`src/rtl/mcycle.sv`:
```
// Iterative multi-cycle multiply/divide unit: shift-add multiply, restoring divide,
// signed operation via magnitudes plus a final sign correction.
module mcycle #(
  parameter int unsigned WIDTH = 4
) (
  input  logic             CLK,
  input  logic             RESET,
  input  logic             Start,
  input  logic [1:0]       MCycleOp,
  input  logic [WIDTH-1:0] Operand1,
  input  logic [WIDTH-1:0] Operand2,
  output logic [WIDTH-1:0] Result1,
  output logic [WIDTH-1:0] Result2,
  output logic             Busy
);

  localparam int unsigned CW = $clog2(WIDTH + 1);

  typedef enum logic [1:0] {S_IDLE, S_COMP, S_DONE} state_t;

  state_t           r_state;
  logic [CW-1:0]    r_count;
  logic             r_is_div;
  logic             r_neg_q;
  logic             r_neg_r;
  logic [WIDTH-1:0] r_b;
  logic [WIDTH-1:0] r_op1;
  logic [WIDTH-1:0] r_hi;
  logic [WIDTH-1:0] r_lo;

  // Operand magnitudes taken at capture; the most-negative value maps to 2^(WIDTH-1).
  logic             w_signed;
  logic             w_s1;
  logic             w_s2;
  logic [WIDTH-1:0] w_mag1;
  logic [WIDTH-1:0] w_mag2;

  assign w_signed = ~MCycleOp[0];
  assign w_s1     = w_signed & Operand1[WIDTH-1];
  assign w_s2     = w_signed & Operand2[WIDTH-1];
  assign w_mag1   = w_s1 ? (~Operand1 + 1'b1) : Operand1;
  assign w_mag2   = w_s2 ? (~Operand2 + 1'b1) : Operand2;

  // One shift-add step: {r_hi, r_lo} holds partial product above the remaining multiplier bits.
  logic [WIDTH:0]   w_sum;
  logic [WIDTH-1:0] w_mul_hi;
  logic [WIDTH-1:0] w_mul_lo;

  assign w_sum    = {1'b0, r_hi} + (r_lo[0] ? {1'b0, r_b} : '0);
  assign w_mul_hi = w_sum[WIDTH:1];
  assign w_mul_lo = {w_sum[0], r_lo[WIDTH-1:1]};

  // One restoring step: r_hi is the remainder, r_lo shifts dividend out and quotient in.
  // With r_hi < divisor the top bit of the difference is a reliable borrow.
  logic [WIDTH:0]   w_shift;
  logic [WIDTH:0]   w_diff;
  logic             w_ge;
  logic [WIDTH-1:0] w_div_hi;
  logic [WIDTH-1:0] w_div_lo;

  assign w_shift  = {r_hi, r_lo[WIDTH-1]};
  assign w_diff   = w_shift - {1'b0, r_b};
  assign w_ge     = ~w_diff[WIDTH];
  assign w_div_hi = w_ge ? w_diff[WIDTH-1:0] : w_shift[WIDTH-1:0];
  assign w_div_lo = {r_lo[WIDTH-2:0], w_ge};

  logic [WIDTH-1:0] w_hi_nxt;
  logic [WIDTH-1:0] w_lo_nxt;
  logic             w_last;

  assign w_hi_nxt = r_is_div ? w_div_hi : w_mul_hi;
  assign w_lo_nxt = r_is_div ? w_div_lo : w_mul_lo;
  assign w_last   = (r_count == CW'(WIDTH - 1));

  // Sign correction and divide-by-zero override applied to the final iteration's values.
  logic [2*WIDTH-1:0] w_prod;
  logic [2*WIDTH-1:0] w_prod_s;
  logic [WIDTH-1:0]   w_res1;
  logic [WIDTH-1:0]   w_res2;

  assign w_prod   = {w_hi_nxt, w_lo_nxt};
  assign w_prod_s = r_neg_q ? (~w_prod + 1'b1) : w_prod;

  always_comb begin
    w_res1 = w_prod_s[WIDTH-1:0];
    w_res2 = w_prod_s[2*WIDTH-1:WIDTH];
    if (r_is_div) begin
      if (r_b == '0) begin
        w_res1 = '1;
        w_res2 = r_op1;
      end else begin
        w_res1 = r_neg_q ? (~w_lo_nxt + 1'b1) : w_lo_nxt;
        w_res2 = r_neg_r ? (~w_hi_nxt + 1'b1) : w_hi_nxt;
      end
    end
  end

  assign Busy = (r_state == S_COMP) || ((r_state == S_IDLE) && Start);

  always_ff @(posedge CLK or negedge RESET) begin
    if (!RESET) begin
      r_state  <= S_IDLE;
      r_count  <= '0;
      r_is_div <= 1'b0;
      r_neg_q  <= 1'b0;
      r_neg_r  <= 1'b0;
      r_b      <= '0;
      r_op1    <= '0;
      r_hi     <= '0;
      r_lo     <= '0;
      Result1  <= '0;
      Result2  <= '0;
    end else begin
      case (r_state)
        S_IDLE: begin
          if (Start) begin
            r_is_div <= MCycleOp[1];
            r_neg_q  <= w_s1 ^ w_s2;
            r_neg_r  <= w_s1;
            r_b      <= w_mag2;
            r_op1    <= Operand1;
            r_hi     <= '0;
            r_lo     <= w_mag1;
            r_count  <= '0;
            r_state  <= S_COMP;
          end
        end
        S_COMP: begin
          r_hi    <= w_hi_nxt;
          r_lo    <= w_lo_nxt;
          r_count <= r_count + CW'(1);
          if (w_last) begin
            Result1 <= w_res1;
            Result2 <= w_res2;
            r_state <= S_DONE;
          end
        end
        S_DONE:  r_state <= S_IDLE;
        default: r_state <= S_IDLE;
      endcase
    end
  end

endmodule

```
`config.mk`:
```
export PLATFORM = sky130hd
export DESIGN_NAME = mcycle
export DESIGN_NICKNAME = d
export VERILOG_FILES = /design/src/rtl/mcycle.sv
export SDC_FILE = /design/constraint.sdc
export NUM_CORES = 1
export LEC_CHECK = 0
export CAP_MARGIN = 20
export CELL_PAD_IN_SITES_DETAIL_PLACEMENT = 0
export CELL_PAD_IN_SITES_GLOBAL_PLACEMENT = 2
export CORE_ASPECT_RATIO = 1.25
export CORE_MARGIN = 1
export CORE_UTILIZATION = 25
export DETAILED_ROUTE_END_ITERATION = 6
export GPL_ROUTABILITY_DRIVEN = 1
export PLACE_DENSITY_LB_ADDON = 0.1
export SKIP_CTS_REPAIR_TIMING = 1
export SYNTH_ARGS = -nofsm -noshare
export SYNTH_HDL_FRONTEND = slang
export SYNTH_SLANG_ARGS = --single-unit
```
`constraint.sdc`:
```
create_clock -name CLK -period 4 [get_ports CLK]
set_input_delay 0.4 -clock CLK [delete_from_list [all_inputs] [get_ports CLK]]
set_output_delay 0.4 -clock CLK [all_outputs]
set_load 0.02 [all_outputs]
```
== Yosys cells after proc, flatten, opt, wreduce, memory -nomap -nowiden ==
Cells that the tools add are included.
Storage, ports and cells
  flip-flop bits (word level): 32
  input port bits: 13
  output and inout port bits: 9
  word-level logic and storage cells: 64
Operators by class
  add/subtract/negate cells: 8
  eq/ne operators: 4
  mux-type cells: 22
  bitwise logic cells: 10
  reductions and logical operators: 9
Operators by type and width (count)
  4-bit 2-to-1 mux: 14
  4-bit by 1-bit adder with 4-bit output, second input constant: 4
  4-bit inverter: 4
  4-bit one-hot mux with 2 select lines: 2
  8-bit by 1-bit adder with 8-bit output, second input constant: 1
  8-bit 2-to-1 mux: 1
  8-bit inverter: 1
  2-bit AND reduction: 4
  3-bit one-hot mux with 2 select lines: 1
  4-bit by 4-bit adder with 5-bit output: 1
  5-bit by 4-bit subtractor with 5-bit output: 1
  4-bit zero test: 1
  2-bit 2-to-1 mux: 2
  2-bit inequality test, second input constant: 2
  2-bit one-hot mux with 2 select lines: 1
  3-bit by 1-bit adder with 3-bit output, second input constant: 1
  3-bit by 2-bit equality test with 1-bit output, second input constant: 1
  3-bit 2-to-1 mux: 1
  1-bit AND: 2
  2-bit by 1-bit equality test with 1-bit output, second input constant: 1
  2-bit zero test: 1
  1-bit inverter: 2
  2-bit nonzero test: 1
  1-bit logical AND: 1
  other kinds (2): 2

== Logic depth before layout (Yosys ltp) ==
Gate-level depths: netlist of the first run.
  depth in word-level cells: 8
  gate-level depth with buffers: 15

== Worst setup path after synthesis of the first run ==
OpenSTA, ideal clock, no wires.
  path kind: reg2reg
  start: register r_lo[3]
  end: register Result2[0]
  library setup time: 64 ps
  arrival: 2695 ps
  required time: 3936 ps
  slack: 1241 ps
  stages on the path, launching flop included: 16
  buffers on the path: 0
  cells stage by stage: dfrtp_1 -> inv_2 -> ha_1 -> fa_1 -> nand2b_1 -> a21o_1 -> xnor2_1 -> mux2_2 -> inv_1 -> ha_1 -> nand4_1 -> nand2_1 -> xnor2_1 -> nor2_1 -> a211oi_1 -> a21o_1
On the way
  longest elaborated chain between the ends: 8
RTL lines
  start: declaration: line 29  | logic [WIDTH-1:0] r_lo;
  start signal: assignment: line 123  | r_lo <= w_mag1;
  start signal: assignment: line 130  | r_lo <= w_lo_nxt;
  5-bit by 4-bit subtractor with 5-bit output: line 62  | assign w_diff = w_shift - {1'b0, r_b};
  4-bit 2-to-1 mux: line 64  | assign w_div_hi = w_ge ? w_diff[WIDTH-1:0] : w_shift[WIDTH-1:0];
  4-bit 2-to-1 mux: line 71  | assign w_hi_nxt = r_is_div ? w_div_hi : w_mul_hi;
  4-bit inverter: line 93  | w_res2 = r_neg_r ? (~w_hi_nxt + 1'b1) : w_hi_nxt;
  4-bit by 1-bit adder with 4-bit output: line 93
  4-bit 2-to-1 mux: line 93
  4-bit 2-to-1 mux: line 88  | if (r_b == '0) begin
  4-bit 2-to-1 mux *: line 87  | if (r_is_div) begin
  end signal: assignment: line 134  | Result2 <= w_res2;
  end: declaration: line 13  | output logic [WIDTH-1:0] Result2,
Every way passes the cells marked *; elsewhere a longest branch is shown, timed or not.
A chain may end at the register's enable or synchronous reset.

== Final worst setup path of the first run ==
Ends and elaborated chain as after synthesis.

==> results of run 1 <==
-- layer usage --
metal	track usage, %	up-vias	part of all wire, %
met5	0	-	0
li1	-	966	-
met3	1.92	9	2.2
met2	29.5	39	51
met4	5.83	0	2.2
met1	19.8	915	44
-- cell usage after synthesis, types with 7 or more instances --
master	n	area share (%)
o211ai_1	8	2.7
nand2_1	29	4.9
dfrtp_1	32	36
a21oi_1	10	2.2
ha_1	13	7.3
inv_1	18	3.0
o21ai_0	17	3.8
nor2b_1	9	2.5
nor2_1	24	4.0
xnor2_1	10	3.9
mux2i_1	7	3.1
-- sequential cells by signal, summed over array words and instances (netlist names) --
name      flops
Result1       4
Result2       4
r_b           4
r_hi          4
r_lo          4
r_op1         4
r_count       3
r_state       2
r_is_div      1
r_neg_q       1
r_neg_r       1
-- per-stage QoR --
| step | area (um2) | power (mW) | setup WS, ps | cells | hold WS [ps] |
|---|---|---|---|---|---|
| final | 2680 | 2.53 | 893 | 403 | 481 |
| after global routing | 2680 | 2.78 | 635 | 403 | 518 |
| after CTS | 2680 | 2.58 | 892 | 403 | 486 |
| after detailed placement | 2590 | 2.30 | 915 | 395 | 467 |
| after global placement | 2590 | 2.33 | 978 | 395 | 465 |
| after floorplan | 2230 | 1.74 | 1240 | 258 | 104 |
-- power breakdown --
part           switching, mW  internal, mW
Combinational          0.954         0.655
Sequential             0.180         0.477
Clock                  0.144         0.124
Total                   1.28          1.26
-- worst paths after layout --
path,to,depth (start not counted),slack (ps),from
max,Result2[0]$_DFFE_PN0P_,15,890,r_lo[3]$_DFFE_PN0P_
min,Result2[0]$_DFFE_PN0P_,1,480,Result2[0]$_DFFE_PN0P_
max reg2reg,Result2[0]$_DFFE_PN0P_,15,890,r_lo[3]$_DFFE_PN0P_
min reg2reg,Result2[0]$_DFFE_PN0P_,1,480,Result2[0]$_DFFE_PN0P_
max in group asynchronous,r_hi[2]$_DFFE_PN0P_,2,3180,RESET
min in group asynchronous,Result2[1]$_DFFE_PN0P_,2,500,RESET
-- critical path, stage by stage (launching register included) --
cell	delay (ps)
dfrtp_1	450
inv_2	70
ha_1	210
fa_1	400
nand2b_1	180
a21o_1	240
xnor2_1	180
mux2_2	320
inv_1	80
ha_1	180
nand4_1	130
nand2_1	120
xnor2_1	110
nor2_1	50
a211oi_1	220
a21o_1	100
-- cell type report --
class | instances | area [um2] | area share (%)
repair buffers | 24 | 233 | 8.70
clock inverters | 2 | 16.3 | 0.608
multi-input cells | 199 | 1330 | 49.6
flip-flops and latches | 32 | 801 | 29.9
clock buffers | 6 | 72.6 | 2.71
inverters | 20 | 75.1 | 2.81
well taps | 120 | 150 | 5.61
-- cells by family after synthesis --
kind of cell / Yosys count / share of synthesized area, %
multiplexers: 9 / 4.15
flip-flops: 32 / 35.9
XOR/XNOR: 12 / 4.71
AND/OR/NAND/NOR: 95 / 21.0
AO/OA/AOI/OAI: 68 / 20.5
adder cells (fa/ha/maj): 15 / 9.08
buffers and inverters: 27 / 4.65
==> flow_summary.ini, run 1 <==
[final_layout]
layout_commonest_cell = dfrtp_1
final_util_pct = 30.9
syn_to_final_growth_pct = 19.8
final_cell_mix = dfrtp_1, nand2_1, nor2_1, clkdlybuf4s50_1, inv_1
drive_gt1_share_pct = 5.65
num-fill-cells = 978
diodes = 0
fin_nets = 310

[route]
wl_um = 6840
drc = 0
vias = 1929
ant_nets = 0
wl_per_cell_um = 17.0
first_pass_iters = 4
viasPerCell = 4.79
drtIter0Drc = 83

[die]
die_area_mm2 = 0.00931
die_width_um = 86.5
die_h_um = 108
coreArea_mm2 = 0.00865
initial_core_util_pct = 25.8
row_count = 38
ios = 22

[global_route]
antenna_found_initial = 0
grt-ovfl-total = 0
grt_first_pass_wirelength_um = 11200
grt_pass1_vias = 2067
grt_max_degree = 33
grt_usage_pct = 16.4

[clock_network]
htreeDepth = 2
cts.sinks = 32
root_buffer = clkbuf_8
clk_latency_ps = 290
cts_tree = built
cts_buffers = 5
clockBufferDepth = 2
path_clk_slew_ps = 80

[timing]
final.setup.tns_ps = 0
worst_pin_slew_ps = 795
finClkSkew_ps = 7.27
slew_violations = 0
setup_violations = 0
min_period_ps = 3110
max_freq_mhz = 322
relSlewSlack_pct = 46.6
finalHoldViolCount = 0
rsz0062_at_grt = no
period_share_pct = 77.7

[synth]
async_flop_share_pct = 100
synth_seq_cells = 32
netlist_instances = 258
netlist_area_mm2 = 0.00223
syn_nets = 286
ys.flop_type = dfrtp_1
synth_edf_count = 0
yosysSeqAreaShare_pct = 35.9
synthDistinctLibCells = 49
avgSynthCellArea_um2 = 8.65
ys_warn_count = 0

[job]
cap_violations = 0

[placed_design]
place_congestion = 0.769
dpl.hpwl_um = 5430
place.port_buffers = 21

[pwr]
leakagePower_nw = 1.16
p_per_area_mw_per_mm2 = 947
irDropWorstVdd_v = 0.000231

[critical_path]
cp.required_ps = 4240
path_class = reg -> reg
crit_arrival_ps = 3350
start_kind = flip-flop
cp_max_fo = 6
cp-end-kind = flip-flop

[min_path]
hp-class = reg -> reg

[status]
outcome = complete, no violations
Note: power is estimated with default switching activity, not from simulation.
==> run 2, diff against run 1 <==
==> constraint.sdc (replaced) <==
create_clock -name CLK -period 2.7 [get_ports CLK]
set_input_delay 0.27 -clock CLK [delete_from_list [all_inputs] [get_ports CLK]]
set_output_delay 0.27 -clock CLK [all_outputs]
set_load 0.02 [all_outputs]
==> run 2 against run 1 <==
  * First-iteration DRC count decreased by 11%
  * Critical path type unchanged
  * Routed wire length increased by 1.2%
  * Clock power rose by 97%
  * Die area unchanged
  * Power grew 81%
  * Hold slack got worse by 110 ps
  * Via count grew 4.9%
  * Non-clock buffer count grew 30
  * Count of clock-buffer cells in the layout up 1
  * Maximum frequency grew 17%
  * Core utilization up 3.6 points
  * Sequential share of layout area fell by 3.1 points
==> flow_summary.ini, run 2 (same netlist as run 1, synthesis figures left out) <==
[clock_network]
clockBufferDepth = 2
cts_tree = built
htreeDepth = 2
clk_latency_ps = 300
root_buffer = clkbuf_8
path_clk_slew_ps = 90
cts_buffers = 5
cts.sinks = 32

[global_route]
grt_use_met2_pct = 29.0
grt_pass1_vias = 2029
grt.met3_usage_pct = 1.38
met1_usage_pct = 21.0
grt_usage_pct = 16.4
grt_first_pass_wirelength_um = 11300
grt_max_degree = 33
grt-ovfl-total = 0
antenna_found_initial = 0
top_usage_layer = met2

[status]
outcome = complete, no violations

[timing]
setup_violations = 0
relSlewSlack_pct = 67.3
max_freq_mhz = 375
rsz0062_at_grt = yes
worst_pin_slew_ps = 490
slew_violations = 0
finalHoldViolCount = 0
final.setup.tns_ps = 0
finClkSkew_ps = 16.8
period_share_pct = 98.7
holdWs_ps = 370
min_period_ps = 2660

[critical_path]
start_kind = flip-flop
critical-path-slowest-cell = a2111oi_1
crit_chain = inv_2 -> ha_2 -> fa_2 -> nand2b_4 -> a21o_1 -> xnor2_2 -> mux2_4 -> inv_4 -> ha_4 -> a2111oi_1 -> a2111oi_1 -> a31oi_1
cp_max_fo = 3
crit_arrival_ps = 2840
cp-end-kind = flip-flop
critPathTopFamily = compound AO/OA/AOI/OAI gates
cp.required_ps = 2870
cpPeakStageDelay_ps = 410
path_common_cell = a2111oi_1
path_class = reg -> reg
timing.critical_path.buf_inv = 2

[die]
coreArea_mm2 = 0.00865
die_width_um = 86.5
initial_core_util_pct = 25.8
row_count = 38
die_h_um = 108
die_area_mm2 = 0.00931
ios = 22

[pwr]
combPwrFrac_pct = 68.5
internal_power_mw = 2.55
swShare_pct = 44.4
switching_power_mw = 2.04
irDropWorstVdd_v = 0.000415
pwr-share-seq_pct = 20.0
p_clk_share_pct = 11.5
p_per_area_mw_per_mm2 = 1540
power.total_mw = 4.59
leakagePower_nw = 1.34

[route]
vias = 2023
ant_nets = 0
drc = 0
wl_per_cell_um = 16.0
wl_um = 6920
drtIter0Drc = 74
viasPerCell = 4.67
first_pass_iters = 4

[job]
cap_violations = 0

[placed_design]
dp_cells = 423
place_congestion = 0.810
dpl.hpwl_um = 5520
place.port_buffers = 21

[final_layout]
final_cell_mix = buf_4, dfrtp_1, nand2_1, nor2_1, clkdlybuf4s50_1
final_cells = 433
fin_nets = 340
diodes = 0
syn_to_final_growth_pct = 33.9
drive_gt1_share_pct = 17.6
layout_commonest_cell = buf_4

[min_path]
hp-class = in -> async
-- run 2: per-stage QoR --
stage,utilization [%],instance area (um2),worst slack [ps]
final,34.5,2990,35.1
after global routing,34.5,2990,-126
after CTS,33.8,2930,-112
after detailed placement,32.3,2800,-136
after global placement,32.3,2800,-77.6
after floorplan,-,2230,14.2
-- run 2: final cells by class --
type                            instances  area (um2)
Sequential cell                        32         801
Timing Repair Buffer                   54         458
Clock buffer                            7        96.3
Inverter                               20        77.6
Clock inverter                          1        30.0
Fill cell                             957        5660
Multi-Input combinational cell        199        1380
Tap cell                              120         150
-- run 2: power groups by stage --
stage	sequential [mW]	combinational, mW	clock (mW)
2_1_floorplan	0.934	1.65	0
3_3_place_gp	0.928	3.05	0
3_5_place_dp	0.934	2.98	0
4_1_cts	0.923	2.99	0.538
5_1_grt	0.962	3.48	0.557
6_report	0.920	3.14	0.528
-- run 2: worst register-to-register path: cells and delay by family (launching register included) --
kind / cells / cell delay [ps]
compound gates: 4 / 820
xor+xnor: 1 / 160
fa+ha+maj: 3 / 660
buf+inv: 2 / 120
flops: 1 / 360
mux: 1 / 290
simple gates: 1 / 150
-- run 2: path summary, 6_finish.rpt --
kind                                              from                      to  slack [ps]  depth (start not counted)
max in group asynchronous                        RESET  r_count[2]$_DFFE_PN0P_        1980                          2
worst max-delay path               r_lo[3]$_DFFE_PN0P_  Result2[2]$_DFFE_PN0P_          40                         12
min in group CLK                Result2[0]$_DFFE_PN0P_  Result2[0]$_DFFE_PN0P_         490                          1
worst max register to register     r_lo[3]$_DFFE_PN0P_  Result2[2]$_DFFE_PN0P_          40                         12
worst min register to register  Result2[0]$_DFFE_PN0P_  Result2[0]$_DFFE_PN0P_         490                          1
worst min-delay path                             RESET  Result2[1]$_DFFE_PN0P_         370                          2
-- run 2: layer usage --
| metal | part of all wire [%] | vias up |
|---|---|---|
| li1 | - | 1024 |
| met1 | 46 | 963 |
| met2 | 51 | 28 |
| met3 | 2.0 | 8 |
| met4 | 1.4 | 0 |
| met5 | 0 | - |
==> run 3, diff against run 2 <==
--- a/config.mk
+++ b/config.mk
@@ -9,7 +9,7 @@
 export CELL_PAD_IN_SITES_DETAIL_PLACEMENT = 0
 export CELL_PAD_IN_SITES_GLOBAL_PLACEMENT = 2
 export CORE_ASPECT_RATIO = 1.25
-export CORE_MARGIN = 1
+export CORE_MARGIN = 8
 export CORE_UTILIZATION = 25
 export DETAILED_ROUTE_END_ITERATION = 6
 export GPL_ROUTABILITY_DRIVEN = 1
==> run 3 against run 2 <==
  * Clock power fell by 6.8%
  * Hold slack better by 19 ps
  * Global-route usage down 4.0 points
  * Count of clock-buffer cells in the layout down 2
  * Critical path type unchanged
  * Critical endpoint is now Result2[3]$_DFFE_PN0P_
  * Largest power group unchanged
  * Highest routed layer unchanged
==> flow_summary.ini, run 3 (same netlist as run 1, synthesis figures left out) <==
[timing]
period_share_pct = 99.8
slew_violations = 0
finalHoldViolCount = 0
setup_violations = 0
min_period_ps = 2700
max_freq_mhz = 371
worst_pin_slew_ps = 504
relSlewSlack_pct = 66.4
rsz0062_at_grt = yes
finClkSkew_ps = 10.6

[route]
first_pass_iters = 4
vias = 2029
drc = 0
ant_nets = 0
viasPerCell = 4.70
wl_per_cell_um = 16.6
drtIter0Drc = 91
wl_um = 7180

[die]
die_width_um = 101
die_h_um = 122
initial_core_util_pct = 25.7
die_area_mm2 = 0.0122
row_count = 38
ios = 22
coreArea_mm2 = 0.00870

[global_route]
antenna_found_initial = 0
grt_pass1_vias = 2128
grt_first_pass_wirelength_um = 11700
grt_usage_pct = 12.5
grt-ovfl-total = 0
grt_max_degree = 33

[placed_design]
dpl.hpwl_um = 5740
place_congestion = 0.816
place.port_buffers = 21

[final_layout]
diodes = 0
final_cell_mix = dfrtp_1, buf_4, nand2_1, nor2_1, clkdlybuf4s50_1
syn_to_final_growth_pct = 33.7
fin_nets = 339
final_util_pct = 34.3
drive_gt1_share_pct = 17.6

[clock_network]
clk_latency_ps = 290
cts.sinks = 32
clockBufferDepth = 2
htreeDepth = 2
cts_tree = built
path_clk_slew_ps = 80
cts_buffers = 5
root_buffer = clkbuf_8

[pwr]
power.total_mw = 4.57
irDropWorstVdd_v = 0.000328
leakagePower_nw = 1.33
p_per_area_mw_per_mm2 = 1530

[critical_path]
cp-end-kind = flip-flop
cp.required_ps = 2870
cp_max_fo = 3
start_kind = flip-flop
path_class = reg -> reg
crit_arrival_ps = 2870

[job]
cap_violations = 0

[min_path]
hp-class = in -> async

[status]
outcome = complete, no violations
## run 3: cell count changes in the layout (fill, tap and decap cells not counted), sizes merged
cell,before,now
clkbuf,7,5
buf,33,32
clkinvlp,0,1
inv,19,20
## run 3: path summary, 6_finish.rpt
kind                                             start                     end  slack (ps)  cells after the start
worst max-delay path                r_b[0]$_DFFE_PN0P_  Result2[3]$_DFFE_PN0P_           5                      9
max in group asynchronous                        RESET     r_lo[0]$_DFFE_PN0P_        1990                      2
worst max register to register      r_b[0]$_DFFE_PN0P_  Result2[3]$_DFFE_PN0P_           5                      9
worst min register to register  Result2[0]$_DFFE_PN0P_  Result2[0]$_DFFE_PN0P_         480                      1
worst min-delay path                             RESET  r_count[0]$_DFFE_PN0P_         390                      2
min in group CLK                Result2[0]$_DFFE_PN0P_  Result2[0]$_DFFE_PN0P_         480                      1
## run 3: cell type report
class	count	area, um2
Multi-Input combinational cell	199	1390
Inverter	20	77.6
Clock inverter	3	46.3
Sequential cell	32	801
Fill cell	937	5720
Tap cell	120	150
Clock buffer	5	68.8
Timing Repair Buffer	53	450
## run 3: critical path, stage by stage (launching register included)
cell,delay (ps)
dfrtp_1,420
and2_1,180
ha_1,200
fa_1,420
a21o_1,220
a211oi_2,300
a31oi_1,110
and2_1,220
a311oi_1,370
a31oi_1,130
## run 3: metal layers
| metal | GRT usage (%) | up-vias | part of all wire, % |
|---|---|---|---|
| li1 | - | 1024 | - |
| met1 | 15.3 | 974 | 45 |
| met2 | 21.8 | 27 | 52 |
| met3 | 1.26 | 4 | 1.8 |
| met4 | 4.83 | 0 | 1.1 |
| met5 | 0 | - | 0 |
## run 3: stage by stage
stage	cell area [um2]	hold WS (ps)	setup WS, ps	instances	TNS, ps
after floorplan	2230	-25.6	14.2	258	0
after global placement	2790	464	-91.7	422	-144
after detailed placement	2790	465	-119	422	-318
after CTS	2910	404	-136	430	-351
after global routing	2990	424	-143	432	-439
final	2990	389	4.75	432	0
## run 3: where the power goes
part           internal [mW]  leakage, nW  switching (mW)
Sequential             0.708        0.394           0.208
Combinational           1.50        0.878            1.66
Clock                  0.278       0.0548           0.214
Total                   2.49         1.33            2.08
